<file path="config.mk">
export PLATFORM = sky130hd
export DESIGN_NAME = sel_stepper
export DESIGN_NICKNAME = d
export VERILOG_FILES = /design/src/rtl/sel_stepper.sv
export SDC_FILE = /design/constraint.sdc
export NUM_CORES = 1
export LEC_CHECK = 0
export CORE_ASPECT_RATIO = 1.25
export CORE_MARGIN = 2
export CORE_UTILIZATION = 50
export DETAILED_ROUTE_END_ITERATION = 6
export GPL_TIMING_DRIVEN = 0
export PLACE_DENSITY = 0.73
export SLEW_MARGIN = 15
export SYNTH_ARGS = -nofsm -noshare
export SYNTH_HDL_FRONTEND = slang
export SYNTH_SLANG_ARGS = --single-unit
</file>
<file path="constraint.sdc">
create_clock -name clk -period 6.3 [get_ports clk]
set_input_delay 0.63 -clock clk [delete_from_list [all_inputs] [get_ports clk]]
set_output_delay 0.63 -clock clk [all_outputs]
set_load 0.1 [all_outputs]
</file>
<file path="src/rtl/sel_stepper.sv">
// sel_stepper: debounced next/prev push buttons step a 2-bit wrapping select, with a host load path.
module sel_stepper #(
  parameter int DEBOUNCE_CYCLES = 16,
  parameter logic [1:0] RESET_SEL = 2'd0
) (
  input  logic       clk,
  input  logic       rst,
  input  logic       btn_next,
  input  logic       btn_prev,
  input  logic       load,
  input  logic [1:0] load_val,
  output logic [1:0] sel,
  output logic       changed,
  output logic       busy
);
  typedef enum logic [1:0] {IDLE, PRESS, HELD, RELEASE} state_t;
  localparam logic [15:0] LAST = 16'(DEBOUNCE_CYCLES - 1);
  state_t state, state_n;
  logic [1:0] sync1, raw, cand, cand_n, sel_n;
  logic [15:0] cnt, cnt_n;
  logic step, done;
  assign done = cnt == LAST;
  always_comb begin
    state_n = state;
    cnt_n = cnt;
    cand_n = cand;
    step = 1'b0;
    case (state)
      IDLE: if (raw != 2'b00) begin
        cand_n = raw;
        cnt_n = '0;
        state_n = PRESS;
      end
      PRESS: if (raw != cand) state_n = IDLE;
        else if (done) begin
          step = 1'b1;
          state_n = HELD;
        end else cnt_n = cnt + 16'd1;
      HELD: if (raw == 2'b00) begin
        cnt_n = '0;
        state_n = RELEASE;
      end
      RELEASE: if (raw != 2'b00) state_n = HELD;
        else if (done) state_n = IDLE;
        else cnt_n = cnt + 16'd1;
      default: state_n = IDLE;
    endcase
  end
  // Load overrides a step on the same edge; both buttons together never step.
  assign sel_n = load ? load_val
               : (step && cand != 2'b11) ? (cand[0] ? sel + 2'd1 : sel - 2'd1)
               : sel;
  always_ff @(posedge clk or posedge rst) begin
    if (rst) begin
      sync1 <= 2'b00;
      raw <= 2'b00;
      state <= IDLE;
      cnt <= '0;
      cand <= 2'b00;
      sel <= RESET_SEL;
      changed <= 1'b0;
      busy <= 1'b0;
    end else begin
      sync1 <= {btn_prev, btn_next};
      raw <= sync1;
      state <= state_n;
      cnt <= cnt_n;
      cand <= cand_n;
      sel <= sel_n;
      changed <= sel_n != sel;
      busy <= state_n != IDLE;
    end
  end
endmodule

</file>
Word-level counts from Yosys, hierarchy flattened. Index checks and enable logic that the tools add are counted.

Register bits after elaboration: 28. Bits of input ports: 7. Output and inout bits: 4.

Add/sub/neg operators: 3. Equal/unequal tests: 11. Mux-type cells: 19. Reductions and logical operators: 7.

Operator list (count): $mux 16 (5); $pmux 16 s4 (1); $mux 2 (9); $add 16x1->16 const B (1); $eq 16x4->1 const B (1); $ne 2x2->1 const B (5); $pmux 2 s4 (1); $eq 2x2->1 const B (2); $logic_not 2->1 (2); $ne 2x2->1 (2); $reduce_and 4->1 (1); $reduce_bool 2->1 (2); $mux 1 (3); $add 2x1->2 const B (1); $eq 2x1->1 const B (1); $reduce_and 2->1 (1); $sub 2x1->2 const B (1); $logic_and 1x1->1 (1).

Logic depth before layout (Yosys ltp). Gate-level depths: netlist (run 1).

Depth after elaboration: 8. Gate-level depth with buffers: 8.

Worst setup path before layout (run 1). Ideal clock, no wire load.

Path kind: register to register. Start point: reg cnt[11]. End point: reg sel[1]. Setup time: 0.125 ns. Arrival: 1.997 ns. Data required time: 6.175 ns. Slack: 4.178 ns. Stages on the path, launching flop included: 6. Cells stage by stage: dfrtp_1 -> or3_1 -> or3b_2 -> nor4_1 -> xor2_1 -> mux2_2.

Word-level cells in the longest chain between the ends: 7.

RTL lines: from (decl) (line 20) `logic [15:0] cnt, cnt_n;`; from (signal assigned) (line 67) `cnt <= cnt_n;`; $eq 16x4->1 (line 22) `assign done = cnt == LAST;`; $mux 1 (line 35) `else if (done) begin`; $mux 1 (line 34) `PRESS: if (raw != cand) state_n = IDLE;`; $mux 1 (line 28) `case (state)`; $logic_and 1x1->1 (line 51) `: (step && cand != 2'b11) ? (cand[0] ? sel + 2'd1 : sel - 2'd1)`; $mux 2 (line 51); $mux 2 (line 50) `assign sel_n = load ? load_val`; via sel_n[1] (line 19) `logic [1:0] sync1, raw, cand, cand_n, sel_n;`; to (signal assigned) (line 69) `sel <= sel_n;`; to (decl) (line 12) `output logic [1:0] sel,`.

The timed path passes the listed nets, and every way through them passes these cells. A chain may end at the register's enable or synchronous reset.

Worst setup path after layout (run 1).
Start point: reg sel[0]. End point: out sel[0].

No word-level cell between the ends.

==> impl_metrics.yaml, run 1 <==
yosys:
  netlist_area_mm2: 0.001536
  yosys.cell_types.count: 43
  ys_warn_count: 0
  yosysTopAreaCellShare_pct: 45.60
  synth_edf_count: 0
  ys_seq_elements: 28
  async_reset_ff_share_pct: 100.0
  synth_area_leader_cell: "dfrtp_1"
  ys_seq_area_share_pct: 45.60
  synthTopCellsByArea: "dfrtp_1, o21ai_0, nand2_1, a21oi_1, or3_1"
  synth_common_cells: "dfrtp_1, nand2_1, o21ai_0"
  yosysMostFrequentCell: "dfrtp_1"
  synth_nets: 168
  synth_ff_type: "dfrtp_1"
  syn_inst: 160
  syn_area_per_cell_um2: 9.603
clock_network:
  cts-root-buf: "clkbuf_4"
  cts_resized: 0
  numClockSinks: 28
  holdBufCountCts: 0
  post_cts_buffers: 0
  insertion_delay_ns: 0.33
  htreeDepth: 1
  cts_buffer_depth: 2
  clkTransAtPathRegs_ns: 0.14
  cts_tree: "done"
  numCtsBuffers: 3
cells_and_area:
  area_delta_synth_final_pct: 10.91
  n_fill_cell: 246
  nets: 183
  num_antenna_cells: 0
  fin_area_mm2: 0.001704
  multi_input_area_um2: 794.5
  regArea_um2: 700.7
  drive_above_1_share_pct: 10.40
global_routing:
  grt_max_degree: 29
  overflow: 0
  grt_usage_pct: 21.14
  grt_pass1_wl_um: 5526
  use_met2_pct: 39.20
  grt_use_met1_pct: 24.49
  antenna_found_initial: 0
  grt_pass1_vias: 1302
  grt-busiest-layer: "met2"
  grt_use_met3_pct: 2.036
worst_setup_path:
  cp.required_ns: 5.67
  worst_ep_arrival_time_ns: 1.94
  timing.critical_path.buf_inv: 1
  max_stage_delay_ns: 1.16
  crit_family: "buffers and inverters"
  cpMaxStageDelayCell: "clkdlybuf4s50_1"
  cp_max_fo: 5
  crit_chain: "clkdlybuf4s50_1"
  worst-setup-path-type: "reg2out"
  endpoint_kind: "output pin"
  start_kind: "flip-flop"
sta:
  fin_skew_ns: 0.002031
  max_clock_freq_mhz: 389.2
  post-route-min-period_ns: 2.570
  finalSetupViolations: 0
  drv_slew: 0
  slew_headroom_pct: 34.29
  hold_viol_final: 0
  grt_setup_unrepaired: "false"
  fin_setup_tns_ns: 0
  worstMarginPinSlew_ns: 0.9796
  fin_crit_sh_pct: 40.79
floorplanning:
  start_util_pct: 52.17
  rows: 22
  ios: 11
  core_area_mm2: 0.002945
  chipWidth_um: 53.58
  die_y_um: 65.98
  die-area_mm2: 0.003535
power:
  p_leak_nw: 0.7072
  totalPowerFinal_mw: 0.5300
  p_per_area_mw_per_mm2: 311.0
  vdd_drop_max_mv: 0.1731
drt:
  wl_per_cell_um: 15.11
  drc: 0
  via_count: 1265
  finalWirelength_um: 3159
  via_per_inst: 6.053
  detail-route-antenna-nets: 0
  drt_iter0_drc: 29
  firstDrtPassIters: 4
placed_design:
  dp_hpwl_um: 2344
  placed_area_mm2: 0.001682
  gp_congestion: 0.8394
  place.port_buffers: 10
job:
  cap_violations: 0
worst_hold_path:
  hold_class: "reg2reg"
status:
  status: "finished clean"
[registers in the layout, summed over array words and instances, names as in the netlist]
name	cells
raw	2
state	2
changed	1
sync1	2
cnt	16
cand	2
busy	1
sel	2
[layout by cell type (no fill, tap or decap), types with 2 or more instances in the layout]
cell type,n
clkbuf_4,3
mux2_2,2
and2_1,6
nor3b_1,2
inv_1,3
o31ai_1,3
and3_2,2
clkdlybuf4s50_1,10
nor2_1,9
and4_1,2
a22oi_1,2
nand3_1,5
a21o_1,2
buf_2,2
nor4_1,2
or4_1,6
nand4_1,3
and3_1,4
xor2_1,5
o41ai_1,2
dfrtp_1,28
a21oi_1,10
nand2_1,14
o211ai_1,3
xnor2_1,2
o21ai_0,12
clkbuf_1,3
or3_1,8
[stage by stage]
| stage | instances | utilization, % | worst slack [ns] | hold WS, ns |
|---|---|---|---|---|
| 6_report | 209 | 57.86 | 3.730 | 0.3692 |
| 5_1_grt | 209 | 57.86 | 3.652 | 0.3968 |
| 2_1_floorplan | 160 | - | 4.178 | 0.3312 |
| 3_3_place_gp | 206 | 57.09 | 4.068 | 0.3329 |
| 3_5_place_dp | 206 | 57.09 | 4.026 | 0.3371 |
| 4_1_cts | 209 | 57.86 | 3.724 | 0.3690 |
[layer usage]
| metal | up-vias | wire length [um] |
|---|---|---|
| met1 | 608 | 1332 |
| met2 | 27 | 1686 |
| li1 | 625 | - |
| met5 | - | 0 |
| met4 | 0 | 46 |
| met3 | 5 | 94 |
[power by group]
| group | switching, mW | internal, mW |
|---|---|---|
| sequential | 0.0305 | 0.206 |
| combinational | 0.148 | 0.0712 |
| clock | 0.0521 | 0.0225 |
| total | 0.230 | 0.300 |
[area by class of cell]
cell class | count | area share (%)
multi-input combinational | 122 | 46.62
sequential | 28 | 41.12
timing repair buffer | 10 | 5.874
tap | 36 | 2.643
buffer | 6 | 1.542
clock buffer | 3 | 1.322
inverter | 4 | 0.8811
[kinds of logic after synthesis]
logic type      synth area share [%]
flops                          45.60
fa+ha+maj                     0.8142
mux                            1.466
compound gates                 18.81
simple gates                   26.63
xor+xnor                       3.990
buf+inv                        2.687
[path summary, 6_finish.rpt]
kind | startpoint | depth (start not counted) | endpoint | slack [ns]
worst max-delay path | sel[0] | 1 | sel[0] | 3.73
worst min-delay path | sync1[1] | 0 | raw[1] | 0.37
worst max register to register | cnt[13] | 5 | sel[1] | 4.00
worst min register to register | sync1[1] | 0 | raw[1] | 0.37
max in group asynchronous | rst | 2 | busy | 5.16
min in group asynchronous | rst | 2 | cnt[12] | 0.70
(Power assumes the default switching activity.)
==> inputs of run 2 (changes only) <==
==> constraint.sdc (replaced) <==
create_clock -name clk -period 2.7 [get_ports clk]
set_input_delay 0.27 -clock clk [delete_from_list [all_inputs] [get_ports clk]]
set_output_delay 0.27 -clock clk [all_outputs]
set_load 0.1 [all_outputs]
==> results of run 2 <==
The final DEF is identical to that of run 1. Status: finished clean.
Main changes from that run: setup slack after placement 4.026 ns -> 0.4264 ns; setup slack after layout 3.730 ns -> 0.4038 ns; hold slack 0.3692 ns -> 0.3377 ns; start point of the critical path sel[0] -> cnt[13]; end point of the critical path sel[0] -> sel[1]; register-to-register setup slack 4.00 ns -> 0.40 ns; total power 0.5300 mW -> 1.237 mW; worst IR drop on VDD 0.1731 mV -> 0.4040 mV
